<file path="config.mk">
export PLATFORM = sky130hd
export DESIGN_NAME = testport_capture
export DESIGN_NICKNAME = d
export VERILOG_FILES = /design/src/rtl/testport_pkg.sv /design/src/rtl/tp_fifo.sv /design/src/rtl/testport_capture.sv
export SDC_FILE = /design/constraint.sdc
export NUM_CORES = 1
export LEC_CHECK = 0
export ABC_AREA = 1
export BUFFER_PORTS_ARGS = -buffer_cell sky130_fd_sc_hd__buf_2
export CAP_MARGIN = 20
export CORE_ASPECT_RATIO = 1.5
export CORE_MARGIN = 1.5
export CORE_UTILIZATION = 31
export DETAILED_ROUTE_END_ITERATION = 6
export PLACE_DENSITY_LB_ADDON = 0.2
export SETUP_SLACK_MARGIN = 0.4
export SLEW_MARGIN = 20
export SYNTH_ARGS = -nofsm -noshare
export SYNTH_HDL_FRONTEND = slang
export SYNTH_SLANG_ARGS = --single-unit
</file>
<file path="constraint.sdc">
create_clock -name clk -period 6.3 [get_ports clk]
set_input_delay 0.63 -clock clk [delete_from_list [all_inputs] [get_ports clk]]
set_output_delay 0.63 -clock clk [all_outputs]
set_load 0.02 [all_outputs]
</file>
<file path="src/rtl/testport_pkg.sv">
// Shared types and defaults for the test-port capture block.
// FSM encoding, default symbols and port address live here.
package testport_pkg;

  typedef enum logic [1:0] {
    ST_IDLE  = 2'b00,
    ST_ARMED = 2'b01,
    ST_DONE  = 2'b10
  } tp_state_e;

  localparam logic [29:0] TP_PORT_ADDR = 30'h40;
  localparam logic [31:0] TP_BEGIN_SYM = 32'h0000_0932;
  localparam logic [31:0] TP_END_SYM   = 32'h0000_0D5D;
  localparam int unsigned TP_STAMP_W   = 16;

  function automatic logic [7:0] sat_inc8(
    input logic [7:0] v
  );
    return (v == 8'hFF) ? v : v + 8'd1;
  endfunction

  function automatic logic [15:0] sat_inc16(
    input logic [15:0] v
  );
    return (v == 16'hFFFF) ? v : v + 16'd1;
  endfunction

endpackage

</file>
<file path="src/rtl/tp_fifo.sv">
// Small synchronous FIFO with registered storage and extra-bit pointers.
// Push while full succeeds only when a pop happens in the same cycle.
module tp_fifo
  import testport_pkg::*;
#(
  parameter int W     = 32,
  parameter int DEPTH = 8
) (
  input  logic         clk,
  input  logic         rst,
  input  logic         push,
  input  logic         pop,
  input  logic [W-1:0] wdata,
  output logic [W-1:0] rdata,
  output logic         full,
  output logic         empty
);

  localparam int AW = $clog2(DEPTH);
  localparam logic [AW:0] PTR_ONE = 1;

  logic [AW:0]  wptr;
  logic [AW:0]  rptr;
  logic [W-1:0] mem [DEPTH];
  logic         wr_en;
  logic         rd_en;

  assign empty = (wptr == rptr);
  assign full  = (wptr[AW] != rptr[AW]) &&
                 (wptr[AW-1:0] == rptr[AW-1:0]);

  assign rd_en = pop & ~empty;
  assign wr_en = push & (~full | rd_en);
  assign rdata = mem[rptr[AW-1:0]];

  // Pointer advance; reset empties the queue.
  always_ff @(posedge clk or negedge rst) begin
    if (!rst) begin
      wptr <= '0;
      rptr <= '0;
    end else begin
      if (wr_en) wptr <= wptr + PTR_ONE;
      if (rd_en) rptr <= rptr + PTR_ONE;
    end
  end

  // Storage is left untouched by reset.
  always_ff @(posedge clk) begin
    if (wr_en) mem[wptr[AW-1:0]] <= wdata;
  end

endmodule

</file>
<file path="src/rtl/testport_capture.sv">
// Captures CPU stores to the test port between BEGIN/END symbols.
// Optional TESTPORT_STAMP_EN adds a per-entry cycle stamp output.
module testport_capture
  import testport_pkg::*;
#(
  parameter logic [29:0] TEST_PORT    = TP_PORT_ADDR,
  parameter logic [31:0] BEGIN_SYMBOL = TP_BEGIN_SYM,
  parameter logic [31:0] END_SYMBOL   = TP_END_SYM,
  parameter int          DEPTH        = 8
) (
  input  logic        clk,
  input  logic        rst,
  input  logic [29:0] mem_addr,
  input  logic [31:0] mem_wdata,
  input  logic        mem_wen,
  input  logic        mem_stall,
  output logic        out_valid,
  output logic [31:0] out_data,
  input  logic        out_ready,
`ifdef TESTPORT_STAMP_EN
  output logic [15:0] out_stamp,
`endif
  output logic        armed,
  output logic        done,
  output logic        overflow,
  output logic [7:0]  word_count
);

`ifdef TESTPORT_STAMP_EN
  localparam int FW = 32 + TP_STAMP_W;
`else
  localparam int FW = 32;
`endif

  tp_state_e     state_q;
  tp_state_e     state_d;
  logic          hold_q;
  logic          qs;
  logic          capture;
  logic          pop;
  logic          full;
  logic          empty;
  logic [FW-1:0] f_wdata;
  logic [FW-1:0] f_rdata;

  // A held store counts once, on its first unstalled cycle.
  assign qs = mem_wen & ~mem_stall &
              (mem_addr == TEST_PORT) & ~hold_q;

  assign capture   = qs & (state_q == ST_ARMED);
  assign out_valid = ~empty;
  assign pop       = out_valid & out_ready;

`ifdef TESTPORT_STAMP_EN
  logic [15:0] cyc_q;

  assign f_wdata   = {cyc_q, mem_wdata};
  assign out_data  = f_rdata[31:0];
  assign out_stamp = f_rdata[FW-1:32];

  // Cycles spent in ARMED; frozen once DONE.
  always_ff @(posedge clk or negedge rst) begin
    if (!rst) begin
      cyc_q <= '0;
    end else if (state_q == ST_ARMED) begin
      cyc_q <= sat_inc16(cyc_q);
    end
  end
`else
  assign f_wdata  = mem_wdata;
  assign out_data = f_rdata;
`endif

  // Hold blocks re-counting a store across stalls.
  always_ff @(posedge clk or negedge rst) begin
    if (!rst) begin
      hold_q <= 1'b0;
    end else if (!mem_wen) begin
      hold_q <= 1'b0;
    end else if (qs) begin
      hold_q <= 1'b1;
    end
  end

  // FSM state register.
  always_ff @(posedge clk or negedge rst) begin
    if (!rst) begin
      state_q <= ST_IDLE;
    end else begin
      state_q <= state_d;
    end
  end

  // Next state and status flags.
  always_comb begin
    state_d = state_q;
    armed   = 1'b0;
    done    = 1'b0;
    unique case (1'b1)
      (state_q == ST_IDLE): begin
        if (qs && mem_wdata == BEGIN_SYMBOL)
          state_d = ST_ARMED;
      end
      (state_q == ST_ARMED): begin
        armed = 1'b1;
        if (qs && mem_wdata == END_SYMBOL)
          state_d = ST_DONE;
      end
      (state_q == ST_DONE): begin
        done = 1'b1;
      end
      default: begin
        state_d = ST_IDLE;
      end
    endcase
  end

  // Word count and sticky drop flag.
  always_ff @(posedge clk or negedge rst) begin
    if (!rst) begin
      word_count <= '0;
      overflow   <= 1'b0;
    end else if (capture) begin
      word_count <= sat_inc8(word_count);
      if (full && !pop) overflow <= 1'b1;
    end
  end

  tp_fifo #(
    .W     (FW),
    .DEPTH (DEPTH)
  ) u_fifo (
    .clk   (clk),
    .rst   (rst),
    .push  (capture),
    .pop   (pop),
    .wdata (f_wdata),
    .rdata (f_rdata),
    .full  (full),
    .empty (empty)
  );

endmodule

</file>
==> flow_metrics.tcl, run 1 <==
set metrics [dict create \
    nets 1159 \
    portBuffers 110 \
    outcome "finished, final reports clean" \
    syn-cell-area_um2 11400 \
    cp-start-kind "register" \
    critPathCaptureType "output pin" \
    gp_congestion 0.730 \
    yosys_warnings 0 \
    hold_violations 0 \
    syn_to_final_growth_pct 17.1 \
    clk_pin_slew_ns 0.06 \
    tns_ns 0 \
    synth_ff_type "edfxtp_1" \
    powerDensity_nw_per_um2 399 \
    vias_per_cell 4.79 \
    clock-sinks 276 \
    firstDrtPassIters 4 \
    tightest_slew_ns 1.07 \
    syn_avg_cell_area_um2 11.7 \
    critPathKind "register to output pin" \
    cts_buffers 27 \
    ir_drop_mv 0.213 \
    critPathMaxStageDelay_ns 0.86 \
    initialDrtViolationCount 408 \
    p_leak_nw 4.59 \
    max_cap_viol_count 0 \
    slew_headroom_pct 29.0 \
    cp_num_buf_inv 3 \
    critPathTopFamily "buffers and inverters" \
    hold_path.class "input port to async pin" \
    ioPinCount 111 \
    cts_resized 0 \
    ys_seq_elements 276 \
    async_flop_share_pct 7.25 \
    postRouteWirelength_um 28200 \
    dieArea_um2 38100 \
    final_common_cell "nor2_1" \
    fp-row-count 86 \
    fin_crit_sh_pct 63.1 \
    die_height_um 238 \
    grt_pass1_vias 7898 \
    initial_core_util_pct 31.3 \
    ant_nets 0 \
    grt_first_pass_wirelength_um 43800 \
    grt_overflow 0 \
    cts_buffer_depth 3 \
    route.detailed.drc 0 \
    wl_per_cell_um 17.7 \
    cts_tree "yes" \
    syn-num-nets 1051 \
    dr_wl_met3_um 1130 \
    synth_edf_count 256 \
    drive_gt1_share_pct 17.4 \
    finalMaxSlewViolations 0 \
    cp_max_fo 108 \
    worstPathCellList "clkinv_2 -> buf_4 -> o21ai_0 -> o22ai_1 -> nor2_1 -> a31oi_1 -> buf_2" \
    diodes 0 \
    antenna_found_initial 1 \
    wl_met1_um 11600 \
    final_cell_count_no_fill 1590 \
    setup-violations-final 0 \
    synth.distinct_cells 35 \
    yosysSeqAreaShare_pct 71.5 \
    skew_ns 0.00988 \
    core-area_um2 36600 \
    ctsRootBufferMaster "clkbuf_16" \
    crit_path_top_delay_cell "buf_4" \
    pre_cts_ws_ns 2.80 \
    route.met2.wl_um 14700 \
    vias 7612 \
    max_freq_mhz 252 \
    rsz0062_at_grt "no" \
    top_layer "met5" \
    ctsHoldBuffers 0 \
    worst_slack_ns 2.33 \
    clk_latency_ns 0.55 \
    hpwl_um 16100 \
    arrival_ns 3.34 \
    placed_cells_incl_taps 1543 \
    synthCells 981 \
    layout_common_cells "nor2_1 (291), edfxtp_1 (256), o21ai_0 (125), buf_2 (110), nand2_1 (67)" \
    required_ns 5.67 \
    grt_max_degree 109 \
    die_x_um 160 \
    grtUsageTotal_pct 14.9 \
    post-cts-setup-buffer-count 0 \
    cts_htree_levels 1 \
    period_needed_ns 3.97 \
]
-- cells by family (layout without fill, tap and decap cells) --
kind of cell,Yosys count,after routing,synth area share (%)
and+or+nand+nor,408,408,14.5
muxes,1,1,0.0984
DFF,276,276,71.5
buffers and inverters,78,203,2.82
AOI/OAI and AO/OA,203,203,9.77
adders and majority gates,3,3,0.328
xor gates and xnor gates,12,12,0.918
-- state kept, by name (all words and copies together), names as in the netlist --
register and count:
u_fifo.rptr 4, u_fifo.mem 256, word_count 8, hold_q 1, overflow 1, state_q 2, u_fifo.wptr 4
-- per-stage QoR --
step / power, mW / hold WS, ns / utilization, % / instance area (um^2)
finish: 5.35 / 0.0450 / 36.6 / 13400
global route: 5.66 / 0.0854 / 36.6 / 13400
CTS: 5.42 / 0.0491 / 36.6 / 13400
detailed placement: 3.89 / 0.483 / 34.3 / 12600
floorplan: 3.31 / 0.334 / - / 11400
global placement: 3.87 / 0.464 / 34.3 / 12600
-- path summary, 6_finish.rpt --
| kind | slack [ns] | startpoint | end | cells after the start |
|---|---|---|---|---|
| worst max-delay path | 2.33 | u_fifo.rptr[0] | out_data[21] | 7 |
| worst min-delay path | 0.04 | rst | word_count[4] | 1 |
| worst max register to register | 3.13 | u_fifo.rptr[1] | u_fifo.mem[7][15] | 9 |
| worst min register to register | 0.49 | overflow | overflow | 1 |
| max in group asynchronous | 5.87 | rst | u_fifo.rptr[0] | 1 |
| min in group clk | 0.37 | mem_wen | hold_q | 3 |
-- synth_stat cells, types with 2 or more instances --
master,instances,area [um^2]
dfrtp_1,20,500
nor2_1,291,1090
o21bai_1,9,67.6
ha_1,3,37.5
clkbuf_1,33,124
nand2_2,2,12.5
buf_2,12,60.1
xor2_1,11,96.3
edfxtp_1,256,7690
nand2_1,67,251
a31oi_1,32,200
inv_1,23,86.3
nand3_1,18,90.1
o21ai_1,4,20.0
nor2_2,4,25.0
inv_2,5,18.8
buf_4,2,15.0
nor3_1,10,50.1
o22ai_1,32,200
nand4_1,7,43.8
o21ai_0,125,626
nand3_2,2,20.0
-- final cells by class --
class / count / area (um^2)
inverters: 29 / 110
well taps: 484 / 606
clock inverters: 17 / 133
repair buffers: 128 / 706
fillers: 3694 / 23200
multi-input cells: 627 / 2980
clock buffers: 29 / 683
flip-flops and latches: 276 / 8190
-- worst register-to-register path, cell delays in order, from the launching register on --
cell	delay, ns
dfrtp_2	0.40
inv_2	0.59
buf_4	0.49
nand2_1	0.10
nand2_1	0.12
nor2_4	0.05
nand3_4	0.10
nand4_4	0.24
nor3_2	0.18
buf_4	0.52
-- routing by layer --
| layer | track usage, % | vias up |
|---|---|---|
| li1 | - | 3691 |
| met1 | 17.8 | 3719 |
| met2 | 27.1 | 156 |
| met3 | 1.91 | 44 |
| met4 | 5.61 | 2 |
| met5 | 0 | - |
-- report_power, final --
| group | internal (mW) | total, mW | leakage, nW | switching (mW) |
|---|---|---|---|---|
| Sequential | 2.02 | 2.06 | 2.53 | 0.0435 |
| Clock | 0.858 | 1.53 | 0.396 | 0.669 |
| Combinational | 0.539 | 1.76 | 1.67 | 1.22 |
Note: power is estimated with default switching activity, not from simulation.
==> inputs of run 2 (changes only) <==
==> constraint.sdc (replaced) <==
create_clock -name clk -period 3.42 [get_ports clk]
set_input_delay 0.342 -clock clk [delete_from_list [all_inputs] [get_ports clk]]
set_output_delay 0.342 -clock clk [all_outputs]
set_load 0.02 [all_outputs]
==> flow_metrics.tcl, run 2 (same netlist as run 1, synthesis figures left out) <==
set metrics [dict create \
    outcome "finished, final reports clean" \
    setup-violations-final 0 \
    largest_register_ffs 256 \
    tightest_slew_ns 0.680 \
    p_clk_share_pct 28.9 \
    swShare_pct 35.4 \
    critPathCaptureType "output pin" \
    crit_path_top_delay_cell "dfrtp_4" \
    cp_max_fo 65 \
    hold_violations 0 \
    cts_htree_levels 1 \
    place_area_um2 12700 \
    die_height_um 238 \
    ioPinCount 111 \
    worstPathCellList "clkinv_2 -> buf_16 -> nor2_1 -> o22ai_1 -> nor2_1 -> a31oi_1 -> buf_2" \
    layout_common_cells "nor2_1 (291), edfxtp_1 (256), o21ai_0 (125), buf_2 (110), nand2_1 (67)" \
    p_int_mw 6.56 \
    skew_ns 0.0273 \
    grt_max_degree 105 \
    antenna_found_initial 1 \
    hpwl_um 16400 \
    ant_nets 0 \
    arrival_ns 2.52 \
    postRouteWirelength_um 28400 \
    post-cts-setup-buffer-count 0 \
    critPathTopFamily "buffers and inverters" \
    pre_cts_ws_ns 0.944 \
    diodes 0 \
    ir_drop_mv 0.458 \
    firstDrtPassIters 4 \
    hold_path.class "input port to register" \
    ctsRootBufferMaster "clkbuf_16" \
    rsz0062_at_grt "no" \
    max_freq_mhz 350 \
    critPathMaxStageDelay_ns 0.65 \
    p_comb_share_pct 33.7 \
    drive_gt1_share_pct 17.6 \
    gp_congestion 0.713 \
    worst_slack_ns 0.562 \
    grt_overflow 0 \
    clk_pin_slew_ns 0.07 \
    p_sw_mw 3.60 \
    final_cell_count_no_fill 1596 \
    max_cap_viol_count 0 \
    vias 7643 \
    p_leak_nw 4.68 \
    fillers 3604 \
    initialDrtViolationCount 468 \
    vias_per_cell 4.79 \
    initial_core_util_pct 31.3 \
    die_x_um 160 \
    fin_area_um2 13600 \
    required_ns 3.08 \
    final_common_cell "nor2_1" \
    clk_latency_ns 0.54 \
    nets 1163 \
    cts_buffers 25 \
    holdWs_ns 0.0941 \
    clock-sinks 276 \
    cp-start-kind "register" \
    fin_util_pct 37.2 \
    route.detailed.drc 0 \
    total_power_mw 10.2 \
    wl_per_cell_um 17.8 \
    slew_headroom_pct 54.6 \
    crit_top_cell "nor2_1" \
    fin_crit_sh_pct 83.6 \
    cts_tree "yes" \
    grt_pass1_vias 7587 \
    critPathKind "register to output pin" \
    syn_to_final_growth_pct 18.8 \
    fp-row-count 86 \
    cts_buffer_depth 3 \
    core-area_um2 36600 \
    tns_ns 0 \
    sequentialPowerShare_pct 37.4 \
    grtUsageTotal_pct 14.8 \
    cp_num_buf_inv 3 \
    grt_first_pass_wirelength_um 43600 \
    dieArea_um2 38100 \
    placed_cells_incl_taps 1547 \
    finalMaxSlewViolations 0 \
    r2r_slack_ns 1.01 \
    powerDensity_nw_per_um2 747 \
    period_needed_ns 2.86 \
    portBuffers 110 \
]
## run 2: cell count changes in the layout (fill, tap and decap cells not counted)
| cell | previous run | this run |
|---|---|---|
| clkbuf_16 | 27 | 26 |
| buf_4 | 17 | 15 |
| clkinvlp_4 | 1 | 0 |
| bufinv_16 | 2 | 5 |
| clkinv_1 | 11 | 8 |
| buf_16 | 1 | 2 |
| bufbuf_16 | 0 | 1 |
| buf_12 | 0 | 4 |
| dlygate4sd3_1 | 0 | 1 |
| clkbuf_1 | 2 | 6 |
| clkinv_2 | 3 | 2 |
## run 2: layer usage
metal  vias to the layer above  GRT usage (%)  wire (um)
met5                         -              0         13
met4                         2           4.33        542
met3                        31           1.91        967
met2                       147           27.6      14900
met1                      3752           17.6      12000
li1                       3711              -          -
## run 2: worst register-to-register path, stage by stage, from the launching register on
cell and delay [ns]:
dfrtp_4 0.65, clkinv_2 0.19, nand2_1 0.08, nand2_2 0.10
nor2_4 0.05, nand3_4 0.09, nand4_4 0.23, nor3_2 0.22
buf_4 0.43
## run 2: worst paths after layout
kind | from | to | cells after the start
worst min register to register | overflow | overflow | 1
worst max register to register | u_fifo.rptr[0] | u_fifo.mem[5][4] | 8
worst min-delay path | mem_wdata[18] | u_fifo.mem[0][18] | 1
max in group asynchronous | rst | u_fifo.rptr[0] | 2
worst max-delay path | u_fifo.rptr[0] | out_data[4] | 7
min in group asynchronous | rst | u_fifo.rptr[0] | 2
## run 2: timing repair
item / in CTS / in global routing
setup endpoints to repair: 3 / 1
cloned: 1 / 1
pin swaps: 0 / 0
resized for setup: 2 / 0
endpoints found under the hold margin: 20 / 0
hold buffers: 1 / 0
## run 2: layout make-up
type | count | area (um^2) | share of cell area (%)
repair buffers | 134 | 866 | 6.37
inverters | 29 | 110 | 0.810
flip-flops and latches | 276 | 8190 | 60.2
multi-input cells | 627 | 2980 | 21.9
clock buffers | 31 | 648 | 4.77
well taps | 484 | 606 | 4.45
clock inverters | 15 | 199 | 1.46
## run 2: power groups by stage
stage	registers [mW]	logic, mW	clock network (mW)
3_3_place_gp	3.86	3.34	0
2_1_floorplan	3.81	2.29	0
6_report	3.80	3.42	2.93
5_1_grt	3.81	3.81	3.12
3_5_place_dp	3.87	3.36	0
4_1_cts	3.80	3.46	3.01
==> inputs of run 3 (changes only) <==
--- a/config.mk
+++ b/config.mk
@@ -5,7 +5,7 @@
 export SDC_FILE = /design/constraint.sdc
 export NUM_CORES = 1
 export LEC_CHECK = 0
-export ABC_AREA = 1
+export ABC_AREA = 0
 export BUFFER_PORTS_ARGS = -buffer_cell sky130_fd_sc_hd__buf_2
 export CAP_MARGIN = 20
 export CORE_ASPECT_RATIO = 1.5
==> constraint.sdc (replaced) <==
create_clock -name clk -period 2.98 [get_ports clk]
set_input_delay 0.298 -clock clk [delete_from_list [all_inputs] [get_ports clk]]
set_output_delay 0.298 -clock clk [all_outputs]
set_load 0.02 [all_outputs]
==> flow_metrics.tcl, run 3 <==
set metrics [dict create \
    outcome "finished, final reports clean" \
    critPathMaxStageDelay_ns 0.51 \
    max_cap_viol_count 0 \
    hpwl_um 14200 \
    ctsRootBufferMaster "clkbuf_16" \
    yosys_warnings 0 \
    async_flop_share_pct 7.25 \
    yosysSeqAreaShare_pct 75.9 \
    synth.distinct_cells 36 \
    synth_ff_type "edfxtp_1" \
    syn-num-nets 564 \
    critPathCaptureType "output pin" \
    gp_congestion 0.698 \
    ioPinCount 111 \
    cp_max_fo 5 \
    worstPathCellList "buf_8 -> clkbuf_16 -> mux4_2 -> mux2_4 -> buf_6" \
    synth_edf_count 256 \
    initial_core_util_pct 31.5 \
    yosysMostFrequentCell "edfxtp_1" \
    total_power_mw 7.94 \
    period_needed_ns 2.62 \
    die_x_um 155 \
    skew_ns 0.0128 \
    cts_tree "yes" \
    cp_num_buf_inv 3 \
    hold_violations 0 \
    diodes 0 \
    synth_top_area_share_pct 71.3 \
    wl_per_cell_um 22.5 \
    dieArea_um2 35900 \
    clk_pin_slew_ns 0.06 \
    syn_avg_cell_area_um2 21.8 \
    synth.area.top_cells "edfxtp_1 (71%), mux4_2 (13%), dfrtp_1 (4.6%)" \
    clock-sinks 276 \
    final_common_cell "edfxtp_1" \
    vias 5340 \
    critPathTopFamily "multiplexers" \
    cts_buffer_depth 3 \
    die_height_um 231 \
    portBuffers 110 \
    ant_nets 0 \
    finalMaxSlewViolations 0 \
    clk_latency_ns 0.53 \
    slew_headroom_pct 50.5 \
    grt_pass1_vias 5986 \
    fin_crit_sh_pct 88.0 \
    fin_util_pct 39.7 \
    synth_top_area_cell "edfxtp_1" \
    required_ns 2.68 \
    core-area_um2 34300 \
    p_leak_nw 4.50 \
    crit_path_top_delay_cell "dfrtp_4" \
    cp-start-kind "register" \
    critPathKind "register to output pin" \
    grt_first_pass_wirelength_um 36800 \
    hold_path.class "input port to register" \
    ys_seq_elements 276 \
    rsz0062_at_grt "yes" \
    ir_drop_mv 0.491 \
    postRouteWirelength_um 24600 \
    grtUsageTotal_pct 13.8 \
    route.detailed.drc 0 \
    r2r_cells 5 \
    initialDrtViolationCount 319 \
    antenna_found_initial 1 \
    nets 714 \
    met1_usage_pct 16.6 \
    powerDensity_nw_per_um2 583 \
    syn-cell-area_um2 10800 \
    cts_htree_levels 1 \
    firstDrtPassIters 4 \
    max_freq_mhz 382 \
    met2_usage_pct 25.1 \
    setup-violations-final 0 \
    synthCells 494 \
    vias_per_cell 4.90 \
    drive_gt1_share_pct 44.7 \
    synth_commonest_cells "edfxtp_1 (256), mux4_2 (64), mux2_2 (33)" \
    arrival_ns 2.32 \
    layout_common_cells "edfxtp_1 (256), buf_2 (81), mux4_2 (64), clkbuf_16 (30), buf_6 (26)" \
    cp.depth 5 \
    whs_path_depth 1 \
    fp-row-count 83 \
    grt_busiest_layer "met2" \
    grt_overflow 0 \
    grt_util_met3_pct 2.28 \
    cts_buffers 26 \
    grt_max_degree 68 \
    syn_to_final_growth_pct 26.3 \
    largest_register_ffs 256 \
    tightest_slew_ns 0.743 \
]
## run 3: final cells by class
| cell class | count | area, um^2 |
|---|---|---|
| Fill cell | 3044 | 20600 |
| Sequential cell | 276 | 8190 |
| Multi-Input combinational cell | 192 | 2680 |
| Timing Repair Buffer | 145 | 1270 |
| Clock buffer | 37 | 733 |
| Tap cell | 425 | 532 |
| Clock inverter | 11 | 204 |
| Inverter | 3 | 11.3 |
## run 3: per-stage QoR
step	cells	setup slack, ns	hold WS [ns]	area [um^2]	setup TNS (ns)
4_1_cts	1085	0.311	0.0376	13400	0
2_1_floorplan	494	-0.0250	0.00241	10900	-2.40
5_1_grt	1089	0.300	0.0484	13600	0
3_3_place_gp	1025	0.475	0.285	12100	0
6_report	1089	0.359	0.0618	13600	0
3_5_place_dp	1025	0.491	0.295	12100	0
## run 3: cells by family (layout without fill, tap and decap cells)
| group | Yosys count | count (layout) | synth area share, % |
|---|---|---|---|
| adder cells (fa/ha/maj) | 3 | 3 | 0.348 |
| flip-flops | 276 | 276 | 75.9 |
| XOR/XNOR | 16 | 16 | 1.30 |
| buffers and inverters | 26 | 196 | 1.17 |
| multiplexers | 99 | 99 | 17.1 |
| AO/OA/AOI/OAI | 6 | 6 | 0.360 |
| AND/OR/NAND/NOR | 68 | 68 | 3.82 |
## run 3: final timing paths
| path | from | to | slack (ns) |
|---|---|---|---|
| setup reg to reg | u_fifo.wptr[2] | u_fifo.mem[0][27] | 0.61 |
| hold reg to reg | overflow | overflow | 0.49 |
| hold / removal | mem_wdata[8] | u_fifo.mem[6][8] | 0.06 |
| max in group asynchronous | rst | u_fifo.rptr[0] | 2.34 |
| min in group asynchronous | rst | u_fifo.wptr[0] | 0.26 |
| setup / recovery | u_fifo.rptr[0] | out_data[27] | 0.36 |
## run 3: power breakdown
part	total, mW	switching, mW	internal [mW]
logic	0.116	0.0771	0.0393
clock network	3.60	1.37	2.23
registers	4.23	0.00000000383	4.23
total	7.94	1.44	6.50
## run 3: what timing repair did
item | 4_1_cts | 5_1_grt
buffers inserted | 4 | 1
endpoints found under the setup margin | 32 | 32
cloned | 6 | 3
hold endpoints to repair | 21 | 0
resized for setup | 43 | 44
hold buffers | 2 | 0
## run 3: metal layers
layer / vias to the layer above / part of all wire (%)
met5: - / 0.057
met4: 2 / 2.2
met3: 32 / 4.1
met2: 138 / 53
met1: 2806 / 40
li1: 2362 / -
